`config.mk`:
```
export PLATFORM = sky130hd
export DESIGN_NAME = piso_serializer
export DESIGN_NICKNAME = d
export VERILOG_FILES = /design/src/rtl/piso_serializer.sv
export SDC_FILE = /design/constraint.sdc
export NUM_CORES = 1
export LEC_CHECK = 0
export ABC_AREA = 1
export CORE_MARGIN = 2
export CORE_UTILIZATION = 52
export CTS_CLUSTER_SIZE = 40
export DETAILED_ROUTE_END_ITERATION = 10
export PLACE_DENSITY_LB_ADDON = 0.12
export SKIP_CTS_REPAIR_TIMING = 1
export SLEW_MARGIN = 5
export SYNTH_ARGS = -nofsm -noshare
export SYNTH_HDL_FRONTEND = slang
export SYNTH_SLANG_ARGS = --single-unit
export TNS_END_PERCENT = 100
```
`constraint.sdc`:
```
create_clock -name clk -period 3.7 [get_ports clk]
set_input_delay 1.11 -clock clk [delete_from_list [all_inputs] [get_ports clk]]
set_output_delay 1.11 -clock clk [all_outputs]
set_load 0.01 [all_outputs]
```
`src/rtl/piso_serializer.sv`:
```
// piso_serializer: parallel-in serial-out shifter with a one-word hold buffer
// so back-to-back words stream out with no idle bit between them.
module piso_serializer #(
  parameter int WIDTH     = 8,
  parameter bit MSB_FIRST = 1'b1
) (
  input  logic             clk,
  input  logic             rst,
  input  logic [WIDTH-1:0] in_data,
  input  logic             in_valid,
  output logic             in_ready,
  output logic             x,
  output logic             x_valid,
  output logic             frame_done,
  output logic             busy
);
  localparam int CW = $clog2(WIDTH);
  localparam logic [CW-1:0] LAST = CW'(WIDTH - 1);
  typedef enum logic {IDLE, SHIFT} state_t;
  state_t           state;
  logic [WIDTH-1:0] shreg, hold;
  logic [CW-1:0]    cnt;
  logic             hold_full, accept, last;
  assign accept     = in_valid && !hold_full;
  assign last       = state == SHIFT && cnt == LAST;
  assign in_ready   = !hold_full;
  assign x_valid    = state == SHIFT;
  assign x          = x_valid && (MSB_FIRST ? shreg[WIDTH-1] : shreg[0]);
  assign frame_done = last;
  assign busy       = x_valid || hold_full;
  // hold_full is never set on the last bit, so a same-cycle accept there always loads directly
  always_ff @(posedge clk or negedge rst)
    if (!rst) begin
      state     <= IDLE;
      shreg     <= '0;
      hold      <= '0;
      cnt       <= '0;
      hold_full <= 1'b0;
    end else if (state == IDLE) begin
      if (accept) begin
        shreg <= in_data;
        cnt   <= '0;
        state <= SHIFT;
      end
    end else if (!last) begin
      cnt   <= cnt + 1'b1;
      shreg <= MSB_FIRST ? shreg << 1 : shreg >> 1;
      if (accept) begin
        hold      <= in_data;
        hold_full <= 1'b1;
      end
    end else if (hold_full) begin
      shreg     <= hold;
      cnt       <= '0;
      hold_full <= 1'b0;
    end else if (accept) begin
      shreg <= in_data;
      cnt   <= '0;
    end else begin
      state <= IDLE;
    end
endmodule

```
==> Yosys cells after proc, flatten, opt, wreduce, memory -nomap -nowiden <==
Index checks and enable logic that the tools add are counted.
{ "totals": {"register_bits": 21, "in_bits": 11, "out_inout_bits": 5} }
{ "classes": {"n_reduce_logical": 8, "bitwise": 1, "n_eq_ne": 1, "add_sub_neg": 1, "mux": 14} }
{ "ops": {"columns": ["op", "count"], "rows": [
  ["2-to-1 mux 8 bit", 4],
  ["2-to-1 mux 3 bit", 4],
  ["2-to-1 mux 1 bit", 6],
  ["adder 3 x 1 -> 3 bit (second input constant)", 1],
  ["equality test 3 bit (second input constant)", 1],
  ["logical AND 1 bit", 3],
  ["AND reduction 3 bit", 1],
  ["AND reduction 2 bit", 1],
  ["nonzero test 2 bit", 1],
  ["zero test 1 bit", 1],
  ["logical OR 1 bit", 1],
  ["NOT 1 bit", 1]
]} }

==> Depth between registers and ports, before layout <==
Gate-level depths: netlist of the first run.
{ "logic_depth": {"ltp_word": 6, "depth_mapped": 8, "mapped_depth_nobuf": 8} }

==> Worst setup path after synthesis of the first run <==
OpenSTA, ideal clock, no wires.
{ "synth_path": {"path_type": "register to output", "from": "register cnt[0]", "to": "output frame_done", "arrival_ps": 994, "t_required_ps": 2590, "path_buffers": 0, "path_slack_ps": 1596, "stages_incl_launch_ff": 5, "path_cell_list": "dfrtp_1 -> ha_1 -> ha_1 -> nand2_1 -> inv_1"} }
{ "synth_via": {"elab_chain_cells": 2} }
{ "synth_lines": {"columns": ["item", "line_no", "text"], "rows": [
  ["start, declared", "22", "logic [CW-1:0] cnt;"],
  ["start signal, assigned", "46", "cnt <= cnt + 1'b1;"],
  ["equality test 3 bit", "25", "assign last = state == SHIFT && cnt == LAST;"],
  ["logical AND 1 bit", "25", null],
  ["end, declared", "14", "output logic frame_done,"]
]} }
No other way between the ends.

==> Final worst setup path of the first run <==
Ends and elaborated chain as after synthesis.

==> results.txt, run 1 <==
* Clock transition time at the flip-flop clock pins of the worst setup and hold paths: 0.12 ns
- Run status: finished, final reports clean
- Synthesized net count: around 170
- Commonest cells after routing, fill and taps aside: 39 x sky130_fd_sc_hd__nand2_1, 29 x sky130_fd_sc_hd__inv_1, 23 x sky130_fd_sc_hd__nor2_1
- Leaving out fill and tap cells, the most frequent cell in the layout is sky130_fd_sc_hd__nand2_1.
- Fmax: ~330 MHz
- The routed design could run at a clock period as short as roughly 3 ns.
- Post-route DRC violation count: 0
- Vias: just over 900
- STA classifies the critical path startpoint as a flop.
* Share of the clock period used by the worst path after layout: 0.817
- Total of fill cells in the finished design: between 150 and 200
* Clock sink count: 21
- Summed over all layers, the routed wires come to 2180 microns.
- The floorplan has 17 rows.
- In the global route stage, overall resource usage came out at 0.199.
* Final count of pins violating max slew: 0
- Worst endpoint data arrival time: 1.91 ns
- In the final routed layout, each cell accounts on average for 11.0 microns.
- The largest single stage delay on the critical path is about 0.54 ns.
* Yosys Warn Count: 0
- By area the synthesized netlist is led by sky130_fd_sc_hd__dfrtp_1 46%, sky130_fd_sc_hd__nand2_1 13%, sky130_fd_sc_hd__inv_1 9.5%.
* Depth of the CTS H-tree: 1
- The tree is rooted in a sky130_fd_sc_hd__clkbuf_4.
- Cell taking the most area after synthesis: sky130_fd_sc_hd__dfrtp_1
- In this run the static leakage power is 0.000736 uW.
- For the worst setup path, the data required time is 2.59 ns.
- For this design the top-level I/O count stands at 16.
- Unrepaired setup endpoints after global routing: false
* Setup TNS after final layout: 0 ns
* Worst slew slack as a fraction of its limit: 0.381
* Core box area: between 2000 and 2500 sq um
- The slowest stage of the critical path belongs to the cell sky130_fd_sc_hd__clkdlybuf4s50_1.
- VDD IR-drop max: 0.000401 V
- TritonCTS created 3 clock buffers.
* Wire length of the first global-routing pass: 3770 microns
- Worst slew pin tran: 0.926 ns
- Across the run, the number of max-cap violations was 0.
- In this run the remaining antenna-violating nets after routing total 0.
- Together, buffers and inverters on the worst path number 2.
* GRT Residual Overflow: 0
- Cell Area, Synth: 1150 sq um
* Max Fanout on Critical Path: 5
* PortBufs: 15
* Area Growth Syn to Fin: 15.7%
- Critical path capture point type: output pin
- Dividing the synthesized area by the synthesized cell count gives roughly 7.4 sq um.
- Final setup skew: 0.00122 ns
- Category of cells accounting for the largest share of critical-path delay: buffers and inverters
- Die Area: 2600 sq um
- Sequential area share after synthesis: 0.457
* Share of the synthesized area in the top cell type: 0.457
- Pwr dens: 667 nW/um^2
- The initial utilization of the core area, before any placement, comes to 0.535.
* Most Frequent Cell on Critical Path: sky130_fd_sc_hd__ha_1
* Yosys cell types: 15
- Entering global routing, the biggest net connects 22 pins.
- Series of cell instances along the critical path: ha_1, ha_1, nand2_1, inv_1, clkdlybuf4s50_1
- Clock tree buffer depth: 2
- Dividing the detail-routed via count by the number of cells gives 4.75.
* Violation count after the first detailed-routing iteration: 17
- Placed wire-length estimate after detailed placement: 1510 microns
* Number of antenna violations at the first check in global routing: 0
* Vias in the first global route: ~830
- The critical path is of the reg2out type.
- Final setup violation count: 0
* End-of-flow core utilization: 0.619
* DIE HEIGHT: 51.0 microns
- TritonCTS built the clock tree.
- Clock insertion delay at the later pin of the skew report: 0.30 ns
- The first detailed-routing pass ran for 4 iterations.
- The final layout contains roughly 180 nets.
- Measured along the x axis, the die boundary spans 51.0 microns.
* Register bit total from synthesis: 21
- In the final layout, the share of cells above drive strength 1 is 0.0947.
* Diode insertion count for antenna repair: 0
- Tightest Hold Check Type: reg2reg
- In the synthesized netlist, the number of instances is 155.
- The final-report hold violation count was 0.
- Routability-driven placement finished with a final weighted congestion of about 0.87.
routing by layer:
metal | global-route usage | part of all wire | up-vias | wire, microns
li1 | - | - | 494 | -
met1 | 0.264 | 0.47 | 421 | 1030
met2 | 0.314 | 0.48 | 16 | 1040
met3 | 0.0351 | 0.034 | 4 | 73
met4 | 0.0946 | 0.016 | 0 | 34
met5 | 0 | 0 | - | 0
state kept, by name, indices dropped and copies added, names as in the netlist:
register and count:
hold 8, shreg 8, cnt 3, hold_full 1, x_valid 1
report_power, final:
part           internal, uW  switching [uW]
Clock                  42.1            71.8
Sequential              322            54.2
Combinational           158             239
Total                   522             365
path summary, 6_finish.rpt:
path	depth (start not counted)	endpoint	slack, ns	start
worst max-delay path	5	frame_done	0.68	cnt[0]
worst min-delay path	2	hold[1]	0.49	hold[1]
worst max register to register	6	shreg[2]	2.11	cnt[0]
worst min register to register	2	hold[1]	0.49	hold[1]
max in group asynchronous	1	hold[4]	1.83	rst
min in group asynchronous	1	hold_full	1.31	rst
worst register-to-register path: stages (launching register included):
cell and delay (ns):
sky130_fd_sc_hd__dfrtp_1 0.43, sky130_fd_sc_hd__ha_1 0.22, sky130_fd_sc_hd__ha_1 0.26, sky130_fd_sc_hd__nand2_1 0.10, sky130_fd_sc_hd__nand2_1 0.24, sky130_fd_sc_hd__nand3_1 0.18
sky130_fd_sc_hd__nand2_1 0.06
Yosys cell counts:
| library cell | n |
|---|---|
| sky130_fd_sc_hd__inv_1 | 29 |
| sky130_fd_sc_hd__nor2_4 | 1 |
| sky130_fd_sc_hd__nor2_1 | 23 |
| sky130_fd_sc_hd__buf_6 | 1 |
| sky130_fd_sc_hd__o21ai_0 | 1 |
| sky130_fd_sc_hd__nand2_2 | 2 |
| sky130_fd_sc_hd__o21ai_2 | 8 |
| sky130_fd_sc_hd__nand2_1 | 39 |
| sky130_fd_sc_hd__nand2_4 | 1 |
| sky130_fd_sc_hd__buf_2 | 4 |
| sky130_fd_sc_hd__nand3_1 | 21 |
| sky130_fd_sc_hd__dfrtp_1 | 21 |
| sky130_fd_sc_hd__ha_1 | 2 |
| sky130_fd_sc_hd__o21a_1 | 1 |
| sky130_fd_sc_hd__inv_2 | 1 |
through the flow:
step | power (uW) | area, sq um | setup WS, ns | hold WS [ns] | std cells
3_3_place_gp | 767 | 1300 | 1.09 | 0.465 | 193
4_1_cts | 898 | 1330 | 0.676 | 0.499 | 197
5_1_grt | 966 | 1330 | 0.569 | 0.511 | 197
3_5_place_dp | 782 | 1300 | 1.04 | 0.470 | 193
6_report | 887 | 1330 | 0.676 | 0.494 | 197
2_1_floorplan | 680 | 1150 | 1.60 | 0.455 | 155
final cells by class:
cell class / count / area, sq um / area share
inverters: 30 / 113 / 0.0847
flip-flops and latches: 21 / 526 / 0.395
multi-input cells: 99 / 480 / 0.361
well taps: 28 / 35.0 / 0.0263
clock buffers: 4 / 26.3 / 0.0198
repair buffers: 15 / 150 / 0.113
cell families after synthesis:
group,count (synthesis),synth area share
buffers and inverters,35,0.125
AOI/OAI and AO/OA,10,0.0718
and+or+nand+nor,87,0.324
adders and majority gates,2,0.0218
DFF,21,0.457
No activity file was read; power rests on OpenSTA's default activity.
==> run 2: changes to the inputs <==
--- a/config.mk
+++ b/config.mk
@@ -7,7 +7,7 @@
 export LEC_CHECK = 0
 export ABC_AREA = 1
 export CORE_MARGIN = 2
-export CORE_UTILIZATION = 52
+export CORE_UTILIZATION = 48
 export CTS_CLUSTER_SIZE = 40
 export DETAILED_ROUTE_END_ITERATION = 10
 export PLACE_DENSITY_LB_ADDON = 0.12
==> constraint.sdc (replaced) <==
create_clock -name clk -period 2.6 [get_ports clk]
set_input_delay 0.78 -clock clk [delete_from_list [all_inputs] [get_ports clk]]
set_output_delay 0.78 -clock clk [all_outputs]
set_load 0.01 [all_outputs]
==> run 2 against run 1 <==
Core utilization decreased by 0.57 points; cell count rose by 1.5%; cell area increased by 3.0%; sequential share of layout area decreased by 1.2 points; clock power is 38% higher; via count grew 0.21%; highest routed layer unchanged.
==> results.txt, run 2 (synthesis results as in run 1) <==
* Run status: finished, final reports clean
- Final count of pins violating max slew: 0 (unchanged)
- The peak supply drop was 0.000595 V (+48%).
- Largest net degree at the start of global routing: 22 (unchanged)
- Router iterations before antenna repair: 4 (unchanged)
- The accumulated negative setup slack is 0 ns (unchanged).
- Fmax: between 400 and 500 MHz
- Relative to the synthesized area, the layout overhead comes to 19.2%.
- The post-route antenna net violation count came to 0 (unchanged).
- Unrepaired setup endpoints after global routing: false
* Root Buffer: sky130_fd_sc_hd__clkbuf_4
* DIE HEIGHT: 52.9 microns (+3.8%)
- Pwr dens: 943 nW/um^2 (+41%)
* Routed vias/inst: 4.69 (-1.3%)
- Grt peak-use layer: met2
* Critical Setup Path Class: reg2out
* Core box area: 2230 sq um (+4.0%)
* Clock tree buffer depth: 2 (unchanged)
* Number of buffers inserted during clock tree synthesis: 3 (unchanged)
- Per-cell routed wire length: 10.8 microns (-2.3%)
* Vias: 937 (+0.21%)
- TritonCTS clock tree: built
- The final wirelength came to 2160 microns (-0.83%).
- The number of port buffers was 15 (unchanged).
* Depth of the worst register-to-register path: 6 (unchanged)
- The met1 routing resource usage after global routing is 0.241 (-0.0228).
- The fraction of met2 tracks used by global routing is 0.298 (-0.0159).
* Depth of the CTS H-tree: 1 (unchanged)
- Hold violation total from the final report: 0 (unchanged)
- GRT Residual Overflow: 0 (unchanged)
- The die width is 52.9 microns (+3.8%).
- Placed wire-length estimate after detailed placement: 1570 microns (+3.7%)
- The combined global-route utilization of all metal layers was 0.183 (-0.0163).
- Clock insertion delay at the later pin of the skew report: 0.30 ns (about the same)
- The initial core utilization is 0.515 (-0.0204).
* Commonest cells after routing, fill and taps aside: 39 x sky130_fd_sc_hd__nand2_1, 29 x sky130_fd_sc_hd__inv_1, 23 x sky130_fd_sc_hd__nor2_1
- The worst setup path is launched from a flop.
- The number of global-route vias before repair came to 819 (-1.4%).
* Top Registers: hold (8), shreg (8), cnt (3)
- Worst slew pin tran: 0.393 ns (-0.533 ns)
* Fin nets: 186 (+1.6%)
* Clock transition time at the flip-flop clock pins of the worst setup and hold paths: 0.11 ns (about the same)
- The clock net sink count is 21 (unchanged).
- Number of antenna violations at the first check in global routing: 0 (unchanged)
* Worst hold slack: 0.494 ns (-0.000395 ns)
- Cell depth of the worst hold path: 2 (unchanged)
- Final setup violation count: 0 (unchanged)
- The final clock skew was 0.000928 ns (-0.000294 ns).
* Number of max-capacitance violations reported: 0 (unchanged)
* Met3 Use GR: 0.0339 (-0.00119)
- The layout cell share with drive strength beyond 1 was 0.122 (+0.0274).
- The row count came to 17 (unchanged).
- Required time of the critical path: 1.82 ns (-0.77 ns)
* Leak: 0.000765 uW (+4.0%)
- Diode insertion count for antenna repair: 0 (unchanged)
- Of the available clock period, the critical path in the final layout requires 0.898.
- Post-route DRC violation count: 0 (unchanged)
* Reg2Reg Setup Slack: 1.15 ns (-0.96 ns)
- Max Fanout on Critical Path: 8 (+3)
- Worst endpoint data arrival time: 1.55 ns (-0.36 ns)
- Io pins: 16 (unchanged)
* Wire length of the first global-routing pass: 3670 microns (-2.8%)
* Violation count after the first detailed-routing iteration: 16 (-1)
* Critical path capture point type: output pin
- Placer's final routability congestion estimate: 0.885 (+1.7%)
* Tightest Hold Check Type: reg2reg
* Most common cell after layout, fill and taps aside: sky130_fd_sc_hd__nand2_1
- The total power consumption of the routed design is 1290 uW (+46%).
* Worst slew slack as a fraction of its limit: 0.737 (+0.357)
* Clock period minus worst slack: 2.33 ns
* Die Area: 2800 sq um (+7.7%)
==> run 2: changes by cell type in the layout (fill, tap and decap cells not counted) <==
cell                              before  now
sky130_fd_sc_hd__clkdlybuf4s50_1      15   14
sky130_fd_sc_hd__ha_1                  2    0
sky130_fd_sc_hd__ha_2                  0    1
sky130_fd_sc_hd__buf_4                 0    3
sky130_fd_sc_hd__ha_4                  0    1
sky130_fd_sc_hd__dlymetal6s2s_1        0    1
==> run 2: per-layer routing <==
| metal | wire, microns | vias up |
|---|---|---|
| li1 | - | 498 |
| met1 | 1000 | 425 |
| met2 | 1070 | 12 |
| met3 | 63 | 2 |
| met4 | 14 | 0 |
| met5 | 0 | - |
==> run 2: final timing paths <==
check | startpoint | end
setup / recovery | hold_full | in_ready
hold / removal | hold[5] | hold[5]
setup reg to reg | cnt[0] | shreg[2]
hold reg to reg | hold[5] | hold[5]
max in group asynchronous | rst | shreg[5]
min in group asynchronous | rst | hold_full
==> run 2: cell type report <==
type	instances	area [sq um]
Multi-Input combinational cell	99	495
Clock buffer	4	26.3
Fill cell	211	863
Timing Repair Buffer	18	175
Sequential cell	21	526
Inverter	30	113
Tap cell	28	35.0
==> run 2: worst max-delay path: stages, from the launching register on <==
cell and delay [ns]:
sky130_fd_sc_hd__dfrtp_1 0.44, sky130_fd_sc_hd__inv_1 0.23, sky130_fd_sc_hd__clkdlybuf4s50_1 0.59
==> run 2: where the power goes <==
part / switching, uW / leakage [uW] / internal [uW]
registers: 80.4 / 0.000263 / 458
clock network: 97.0 / 0.0000150 / 59.7
logic: 347 / 0.000487 / 250
total: 524 / 0.000765 / 768
==> run 2: per-stage QoR <==
stage / instance area [sq um] / cells / util / worst slack, ns
floorplan: 1150 / 155 / - / 0.826
global placement: 1330 / 196 / 0.594 / 0.319
detailed placement: 1330 / 196 / 0.594 / 0.302
CTS: 1350 / 200 / 0.606 / -0.0582
global route: 1370 / 200 / 0.613 / 0.175
finish: 1370 / 200 / 0.613 / 0.266
